**src/rtl/id_ex_stage.sv**
```systemverilog
// ID/EX pipeline register with load-use interlock and multi-cycle multiply hold.
// Optional load-use detection is enabled by defining LOAD_USE_STALL_EN.
module id_ex_stage #(
  parameter int MUL_CYCLES = 4
) (
  input  logic        Clk,
  input  logic        Rst,
  input  logic        InValid,
  input  logic [16:0] CtrlIn,
  input  logic [31:0] RsData,
  input  logic [31:0] RtData,
  input  logic [31:0] Imm,
  input  logic [4:0]  Rs,
  input  logic [4:0]  Rt,
  input  logic [4:0]  Rd,
  input  logic        Flush,
  output logic        Stall,
  output logic        ExBusy,
  output logic        ExValid,
  output logic [16:0] ExCtrl,
  output logic [31:0] ExRsData,
  output logic [31:0] ExRtData,
  output logic [31:0] ExImm,
  output logic [4:0]  ExRs,
  output logic [4:0]  ExRt,
  output logic [4:0]  ExRd
);

  localparam logic [4:0] OP_MUL    = 5'b01100;
  localparam logic [3:0] CNT_INIT  = 4'(MUL_CYCLES - 1);
  localparam bit         MUL_MULTI = (MUL_CYCLES > 1);

  typedef enum logic {
    RUN = 1'b0,
    MUL = 1'b1
  } state_t;

  state_t     state;
  logic [3:0] cnt;
  logic       busy;
  logic       load_use;
  logic       is_mul;

  assign is_mul = InValid & (CtrlIn[12:8] == OP_MUL);

`ifdef LOAD_USE_STALL_EN
  logic in_alu_src;
  logic in_mem_wr;
  logic ex_mem_rd;
  logic rs_hit;
  logic rt_hit;

  assign in_alu_src = CtrlIn[13];
  assign in_mem_wr  = CtrlIn[7];
  assign ex_mem_rd  = ExCtrl[6];
  assign rs_hit     = (Rs == ExRt);
  assign rt_hit     = (Rt == ExRt) & (~in_alu_src | in_mem_wr);

  // Load in EX whose target feeds the ID instruction.
  assign load_use = ExValid & ex_mem_rd & (ExRt != 5'd0) &
                    InValid & (rs_hit | rt_hit);
`else
  // Load delay slots are scheduled by software.
  assign load_use = 1'b0;
`endif

  // Flush overrides any hold request in the same cycle.
  assign Stall  = ~Flush & ((state == MUL) | load_use);
  assign ExBusy = busy;

  // Pipeline register, bubble insertion and multiply occupancy FSM.
  always_ff @(posedge Clk or negedge Rst) begin
    if (!Rst) begin
      state    <= RUN;
      cnt      <= 4'd0;
      busy     <= 1'b0;
      ExValid  <= 1'b0;
      ExCtrl   <= 17'd0;
      ExRsData <= 32'd0;
      ExRtData <= 32'd0;
      ExImm    <= 32'd0;
      ExRs     <= 5'd0;
      ExRt     <= 5'd0;
      ExRd     <= 5'd0;
    end else if (Flush) begin
      state   <= RUN;
      cnt     <= 4'd0;
      busy    <= 1'b0;
      ExValid <= 1'b0;
      ExCtrl  <= 17'd0;
    end else if (state == MUL) begin
      cnt <= cnt - 4'd1;
      if (cnt == 4'd1) begin
        state <= RUN;
        busy  <= 1'b0;
      end
    end else if (load_use) begin
      ExValid <= 1'b0;
      ExCtrl  <= 17'd0;
    end else begin
      ExValid  <= InValid;
      ExCtrl   <= CtrlIn;
      ExRsData <= RsData;
      ExRtData <= RtData;
      ExImm    <= Imm;
      ExRs     <= Rs;
      ExRt     <= Rt;
      ExRd     <= Rd;
      if (is_mul && MUL_MULTI) begin
        state <= MUL;
        cnt   <= CNT_INIT;
        busy  <= 1'b1;
      end
    end
  end

endmodule

```
**config.mk**
```make
export PLATFORM = sky130hd
export DESIGN_NAME = id_ex_stage
export DESIGN_NICKNAME = d
export VERILOG_FILES = /design/src/rtl/id_ex_stage.sv
export SDC_FILE = /design/constraint.sdc
export NUM_CORES = 1
export LEC_CHECK = 0
export ABC_AREA = 1
export BUFFER_PORTS_ARGS = -buffer_cell sky130_fd_sc_hd__buf_4
export CAP_MARGIN = 20
export CORE_ASPECT_RATIO = 1.1
export CORE_MARGIN = 2
export CORE_UTILIZATION = 40
export CTS_CLUSTER_SIZE = 16
export DETAILED_ROUTE_END_ITERATION = 12
export GPL_TIMING_DRIVEN = 0
export PLACE_DENSITY = 0.72
export SLEW_MARGIN = 20
export SYNTH_ARGS = -nofsm -noshare
export SYNTH_HDL_FRONTEND = slang
export SYNTH_SLANG_ARGS = --single-unit
```
**constraint.sdc**
```tcl
create_clock -name Clk -period 2.5 [get_ports Clk]
set_input_delay 0.75 -clock Clk [delete_from_list [all_inputs] [get_ports Clk]]
set_output_delay 0.75 -clock Clk [all_outputs]
set_load 0.1 [all_outputs]
```
==> results of run 1 <==
## area by class of cell
cell class | count | area share (%)
flip-flops and latches | 135 | 42.8
clock inverters | 3 | 0.823
plain buffers | 28 | 1.66
clock buffers | 26 | 6.44
multi-input cells | 387 | 20.1
repair buffers | 263 | 25.4
inverters | 8 | 0.380
well taps | 157 | 2.49
## power by group through the flow
stage,clock network [mW],logic (mW),registers (mW)
final,2.42,2.18,2.48
after global routing,2.58,2.27,2.50
after CTS,2.48,2.19,2.48
after detailed placement,0,2.19,2.51
after global placement,0,2.16,2.50
after floorplan,0,0.232,3.84
## cell usage in the layout (no fill, tap or decap)
cell / n
nand2_1: 349
buf_4: 260
dfrtp_1: 135
buf_2: 18
a22o_1: 17
clkbuf_16: 17
clkbuf_1: 13
inv_1: 7
nor2_1: 5
nand3_1: 5
clkbuf_8: 5
nand4_1: 2
a21oi_1: 2
o21ai_0: 2
ha_1: 2
bufinv_16: 2
clkbuf_4: 1
nor2_4: 1
inv_2: 1
or2_2: 1
o211ai_1: 1
clkinv_2: 1
buf_8: 1
buf_16: 1
buf_6: 1
## kinds of logic after synthesis
logic type,count (synthesis)
AOI/OAI and AO/OA,22
adders and majority gates,2
DFF,135
buffers and inverters,36
and+or+nand+nor,363
## per-layer routing
metal | vias to the layer above | global-route usage [%] | wire (um)
met1 | 2157 | 24.2 | 5450
li1 | 2270 | - | -
met4 | 0 | 10.1 | 370
met2 | 197 | 34.3 | 6990
met5 | - | 0 | 0
met3 | 29 | 7.41 | 1290
## stage by stage
step | instance area (um2) | utilization (%)
final | 7900 | 63.0
after global routing | 7900 | 63.0
after CTS | 7900 | 63.0
after detailed placement | 7320 | 58.4
after global placement | 7290 | 58.1
after floorplan | 5120 | -
## final timing paths
kind                                            end  slack (ns)
max in group asynchronous     ExImm[19]$_DFFE_PN0P_        1.50
setup / recovery                              Stall        0.12
hold reg to reg                 ExRt[3]$_DFFE_PN0P_        0.47
hold / removal             ExRtData[31]$_DFFE_PN0P_        0.27
min in group Clk                ExRt[3]$_DFFE_PN0P_        0.47
setup reg to reg              ExImm[11]$_DFFE_PN0P_        1.02
## synthesized netlist by cell type, drive strengths merged
| library cell | count |
|---|---|
| inv | 8 |
| nand2 | 349 |
| o211ai | 1 |
| or2 | 1 |
| o21ai | 2 |
| dfrtp | 135 |
| nand4 | 2 |
| buf | 19 |
| a22o | 17 |
| nor2 | 6 |
| nand3 | 5 |
| clkbuf | 9 |
| a21oi | 2 |
| ha | 2 |
## state kept, by name, summed over array words and instances (netlist names)
register / cells
ExRd: 5
cnt: 4
state: 1
ExBusy: 1
ExCtrl: 17
ExRs: 5
ExImm: 32
ExRt: 5
ExValid: 1
ExRsData: 32
ExRtData: 32
==> metrics.txt, run 1 <==
CP Capture Type output pin; mux cell area share after synthesis 0%; number of global-route vias before repair approximately 4700; fin nets about 970; DRT iter0 DRCs 271; Synth Area in Compound Gates under 10%; minimum clock period after layout 2.38 ns; R2R depth 5; worst hold slack 0.272 ns; Worst Tran Pin Value 0.519 ns; Register Area 3380 um2; startpoint types flip-flop; Setup Skew 0.00349 ns; cell taking the most area after synthesis dfrtp_1; number of fill cells in the layout 1031; HPWL after DPL 10600 um; slowest CP cell dfrtp_1; CTS tree built; synthesis-to-layout area growth 54.3%; syn_nets 692; final wirelength 14100 um; row count 43; grt ovf 0; IO buf count 262; IO Pins roughly 260; Leakage Power 4.46 nW; total track usage between 20% and 30%; postcts setup bufs 0; largest net degree at the start of global routing between 60 and 70; Top Family by Delay on Critical Path buffers and inverters; clk slew on worst S/H paths 0.05 ns; top post-synthesis cells by area dfrtp_1 (66%), nand2_1 (26%), a22o_1 (2.9%); post-synthesis xor/xnor area fraction 0%; CP Data Arrival Time roughly 1.6 ns; Max-Cap Viols 0; layout cells sized above 1 a little over a third; Critical Path, Cell by Cell inv_1 > nor2_1 > clkbuf_4 > buf_6; initial antenna violation count 0; DRT Pass-1 Iters 4; largest family of logic cells by synthesized area simple AND/OR/NAND/NOR gates; status finished clean; Buf+Inv Stages, Crit Path 3; Post-Synth Adder-Cell Area 0.489%; number of distinct library cells after synthesis 16; synthesized area per cell 9.18 um2; Clock Sinks 135; routed vias 4653; setup_tns 0 ns; PostCTS Resize Cnt 0; reg2reg start state$_DFF_PN0_; Max-slew headroom roughly two thirds; crit path launch state$_DFF_PN0_; fin cells between 1000 and 1500; DRT antenna net count 0; post-synthesis simple-gate area fraction around 27%; sw frac 37.5%; combinational power share 30.7%; HP Class in2async; crit path max fanout 10; CTS Hold Bufs 0; critical path type reg2out; post-synthesis sequential area ratio 66.0%; clock share of power between 30% and 40%; antenna fix cells 0; Synth warnings 0; #FFs+latches synth between 100 and 150; Worst Path Required 1.75 ns; Avg WL per Cell around 14 um; Initial Util 40.9%; DRC viols 0; total CTS buffers 17; Clock Latency Late Sink 0.41 ns; worst slack, placed 0.0688 ns; Max H-tree Level 4; peak supply drop 0.548 mV; chip width 112 um; WP depth 4; Inst Count DP 978; clock root buffer master clkbuf_16; Hold Vio Cnt, Final 0; final slew viol count 0; Sw Pwr 2.66 mW; total power 7.08 mW; sequential power share 35.0%; PwrDens 896 nW/um2; die height 123 um; synthesized instance count 558; Worst path max stage delay about 0.45 ns; Fmax 421 MHz; Via-to-Cell Ratio 4.62; footprint of the multi-input gates 1590 um2; Synth Cell Area 5120 um2; clock buffer depth 2; Int Pwr 4.43 mW; first-pass GRT wire length 22400 um; # setup viols final 0; die area 13700 um2; fin crit share about 95%; Core Area between 10000 and 15000 um2; setup ws final 0.122 ns; Final GP Congestion 0.811; share of the synthesized area in the top cell type 66.0%
No activity file was read; power rests on OpenSTA's default activity.
==> inputs of run 2 (changes only) <==
==> config.mk (replaced) <==
export PLATFORM = sky130hd
export DESIGN_NAME = id_ex_stage
export DESIGN_NICKNAME = d
export VERILOG_FILES = /design/src/rtl/id_ex_stage.sv
export SDC_FILE = /design/constraint.sdc
export NUM_CORES = 1
export LEC_CHECK = 0
export ABC_AREA = 1
export CAP_MARGIN = 20
export CORE_AREA = 2 2 102 104
export CTS_CLUSTER_SIZE = 16
export DETAILED_ROUTE_END_ITERATION = 12
export DIE_AREA = 0 0 104 106
export DONT_BUFFER_PORTS = 1
export GPL_TIMING_DRIVEN = 0
export PLACE_DENSITY = 0.67
export SLEW_MARGIN = 20
export SYNTH_ARGS = -nofsm -noshare
export SYNTH_HDL_FRONTEND = slang
export SYNTH_SLANG_ARGS = --single-unit
==> metrics.txt, run 2 (synthesis results as in run 1) <==
DRT Pass-1 Iters 4; Max H-tree Level 4; clock root buffer master clkbuf_8; setup_tns 0 ns; most common cell after layout, fill and taps aside nand2_1; Clock Latency Late Sink 0.51 ns; Fmax 427 MHz; Worst Tran Pin Value 0.946 ns; antenna fix cells 0; setup repair after global routing missed its margin no; CP Data Arrival Time 1.59 ns; Max-Cap Viols 0; IO Pins 263; largest net degree at the start of global routing 136; status complete, but fails checks; row count 37; reg2reg start state$_DFF_PN0_; Via-to-Cell Ratio 5.10; CP Capture Type output pin; combinational power share under 10%; worst hold slack -0.0698 ns; total power 6.42 mW; Register Area 3380 um2; DRC viols 0; post-route cell area between 5000 and 6000 um2; synthesis-to-layout area growth 13.8%; Inst Count DP 694; number of fill cells in the layout about 850; first-pass GRT wire length about 19000 um; PwrDens between 1000 and 1500 nW/um2; peak supply drop 0.468 mV; crit path launch state$_DFF_PN0_; final slew viol count 0; final wirelength 11900 um; Worst Path Required 1.75 ns; number of global-route vias before repair 3888; Clock Sinks between 100 and 150; Avg WL per Cell 16.4 um; CTS tree built; die height 106 um; Initial Util 51.2%; Leakage Power 3.14 nW; chip width roughly 100 um; Setup Skew ~0.0086 ns; Max-slew headroom about 37%; crit path max fanout 10; sequential power share 60.0%; most frequent cells in the layout nand2_1 (349), dfrtp_1 (135), buf_2 (18); footprint of the multi-input gates 1590 um2; Final GP Congestion approximately 0.8; fin cells 725; Sw Pwr ~2.6 mW; sw frac 40.0%; HPWL after DPL roughly 8500 um; clk slew on worst S/H paths ~0.06 ns; Int Pwr 3.85 mW; total CTS buffers 17; DRT antenna net count 0; die area 11000 um2; clock buffer depth 2; routed vias 3695; startpoint types flip-flop; # setup viols final 0; Hold Vio Cnt, Final about 140; grt ovf 0; initial antenna violation count 0; fin util 58.3%; fin crit share 93.6%; HP Class in2async; critical path type reg2out; placed cell area 5290 um2; IO buf count 0; minimum clock period after layout between 2 and 2.5 ns; setup ws final 0.160 ns; biggest regs ExImm (32), ExRsData (32), ExRtData (32); Core Area 10000 um2; clock share of power 35.5%; total track usage ~22%; failing checks hold timing; layout cells sized above 1 8.15%; fin nets slightly above 700; DRT iter0 DRCs 187; worst slack, placed 0.261 ns
==> run 2: power by group through the flow <==
| stage | Combinational, mW | Sequential (mW) | Clock, mW |
|---|---|---|---|
| after global placement | 0.272 | 3.89 | 0 |
| after CTS | 0.291 | 3.86 | 2.32 |
| after global routing | 0.339 | 3.87 | 2.43 |
| final | 0.287 | 3.85 | 2.28 |
| after floorplan | 0.232 | 3.84 | 0 |
| after detailed placement | 0.292 | 3.89 | 0 |
==> run 2: path summary, 6_finish.rpt <==
path,endpoint,slack (ns),cells after the start
max in group asynchronous,ExValid$_DFFE_PN0N_,2.42,0
worst min-delay path,ExRsData[1]$_DFFE_PN0P_,-0.07,0
worst max register to register,ExImm[6]$_DFFE_PN0P_,1.00,5
min in group Clk,ExRsData[20]$_DFFE_PN0P_,0.35,2
worst min register to register,cnt[1]$_DFFE_PN0P_,0.54,2
worst max-delay path,Stall,0.16,3
==> run 2: timing repair <==
item | 4_1_cts | 5_1_grt
buffers inserted | 0 | 0
gates resized for setup | 1 | 0
endpoints found under the hold margin | 135 | 135
endpoints found under the setup margin | 1 | 0
==> run 2: layer usage <==
layer	up-vias	wire length, um	global-route usage, %
li1	1752	-	-
met1	1732	4580	25.5
met2	189	5860	37.1
met3	22	1260	10.1
met4	0	213	9.17
met5	-	0	0
==> run 2: final cells by class <==
class	count	share of cell area, %
flip-flops and latches	135	57.9
multi-input cells	387	27.2
clock buffers	22	7.42
well taps	136	2.92
plain buffers	28	2.25
clock inverters	9	1.78
inverters	8	0.515
==> run 2: critical path, cell delays in order, from the launching register on <==
cell     delay (ns)
dfrtp_1        0.45
inv_1          0.08
nor2_1         0.15
buf_4          0.39
==> inputs of run 3 (changes only) <==
--- a/config.mk
+++ b/config.mk
@@ -13,7 +13,7 @@
 export DIE_AREA = 0 0 104 106
 export DONT_BUFFER_PORTS = 1
 export GPL_TIMING_DRIVEN = 0
-export PLACE_DENSITY = 0.67
+export PLACE_DENSITY = 0.69
 export SLEW_MARGIN = 20
 export SYNTH_ARGS = -nofsm -noshare
 export SYNTH_HDL_FRONTEND = slang
==> metrics.txt, run 3 (synthesis results as in run 1) <==
status complete, but fails checks; failing checks hold timing; HP Class in2async; Avg WL per Cell 15.9 um; die area 11000 um2; Initial Util 51.2%; setup_tns 0 ns; fin cells 726; Worst Tran Pin Value 0.951 ns; post-route cell area just under 6000 um2; total track usage 21.4%; peak supply drop ~0.57 mV; slowest CP cell dfrtp_1; R2R depth 5; minimum clock period after layout 2.35 ns; IO Pins around 260; most frequent cells in the layout nand2_1 (349), dfrtp_1 (135), buf_2 (18); largest net degree at the start of global routing 136; row count 37; HPWL after DPL around 8300 um; worst slack, placed 0.270 ns; placed cell area 5290 um2; # setup viols final 0; Worst path max stage delay 0.46 ns; biggest regs ExImm (32), ExRsData (32), ExRtData (32); Max-slew headroom between 30% and 40%; Inst Count DP 694; DRT antenna net count 0; chip width 104 um; Hold Vio Cnt, Final 135; setup ws final 0.146 ns; initial antenna violation count 0; layout cells sized above 1 under 10%; DRT Pass-1 Iters 6; setup repair after global routing missed its margin no; clock buffer depth 2; routed vias 3629; Max H-tree Level 4; fin nets 711; fin crit share 94.1%; total CTS buffers 17; PwrDens 1090 nW/um2; Via-to-Cell Ratio 5.00; most common cell after layout, fill and taps aside nand2_1; postcts setup bufs 0; critical path type reg2out; crit path max fanout 10; FF-to-FF End ExImm[11]$_DFFE_PN0P_; Critical Path, Cell by Cell inv_1 > nor2_1 > buf_4; number of global-route vias before repair 3587; number of fill cells in the layout 883; IO buf count 0; Fmax 425 MHz; Buf+Inv Stages, Crit Path 2; first-pass GRT wire length between 15000 and 20000 um; CP Data Arrival Time roughly 1.6 ns; reg2reg start state$_DFF_PN0_; CP Capture Type output pin; Clock Latency Late Sink 0.50 ns; clock root buffer master clkbuf_8; CTS tree built; clk slew on worst S/H paths 0.06 ns; Setup Skew 0.00537 ns; die height 106 um; Final GP Congestion 0.784; flop2flop setup slack 1.00 ns; Top Family by Delay on Critical Path buffers and inverters; Core Area 10000 um2; antenna fix cells 0; grt ovf 0; DRT iter0 DRCs 283; worst hold slack -0.0629 ns; Max-Cap Viols 0; DRC viols 0; startpoint types flip-flop; final slew viol count 0; Worst Path Required 1.75 ns; final wirelength 11500 um; synthesis-to-layout area growth 13.8%; Clock Sinks 135; Leakage Power 3.14 nW
==> run 3: layout make-up <==
cell class              count  area, um2  share of cell area [%]
inverters                   8       30.0                   0.515
well taps                 136        170                    2.92
clock buffers              24        460                    7.90
flip-flops and latches    135       3380                    58.0
plain buffers              28        131                    2.25
multi-input cells         387       1590                    27.2
clock inverters             8       73.8                    1.27
==> run 3: per-layer routing <==
layer / track usage [%] / part of all wire [%] / vias up
met2: 34.6 / 50 / 179
met4: 8.11 / 1.7 / 0
met1: 24.9 / 38 / 1684
met3: 10.1 / 10 / 15
li1: - / - / 1751
met5: 0 / 0 / -
==> run 3: stage by stage <==
step | total power [mW] | util, %
after detailed placement | 4.18 | 52.9
after floorplan | 4.08 | -
after CTS | 6.41 | 58.3
after global placement | 4.16 | 52.9
after global routing | 6.59 | 58.3
final | 6.35 | 58.3
==> run 3: how the worst max path moves through the flow <==
stage                               start    end  slack [ns]  cells past startpoint
after floorplan                     Flush  Stall        0.36                      2
final                     state$_DFF_PN0_  Stall        0.15                      3
after detailed placement            Flush  Stall        0.27                      2
after global placement              Flush  Stall        0.29                      2
after global routing      state$_DFF_PN0_  Stall        0.02                      3
after CTS                 state$_DFF_PN0_  Stall        0.11                      3
==> run 3: repair_timing <==
item                       CTS  global route
hold endpoints to repair   135           135
setup endpoints to repair    1             0
gates resized for setup      1             0
==> run 3: report_power, final <==
group	internal [mW]	switching [mW]	total, mW
Combinational	0.110	0.175	0.285
Sequential	2.34	1.51	3.85
Clock	1.36	0.855	2.22
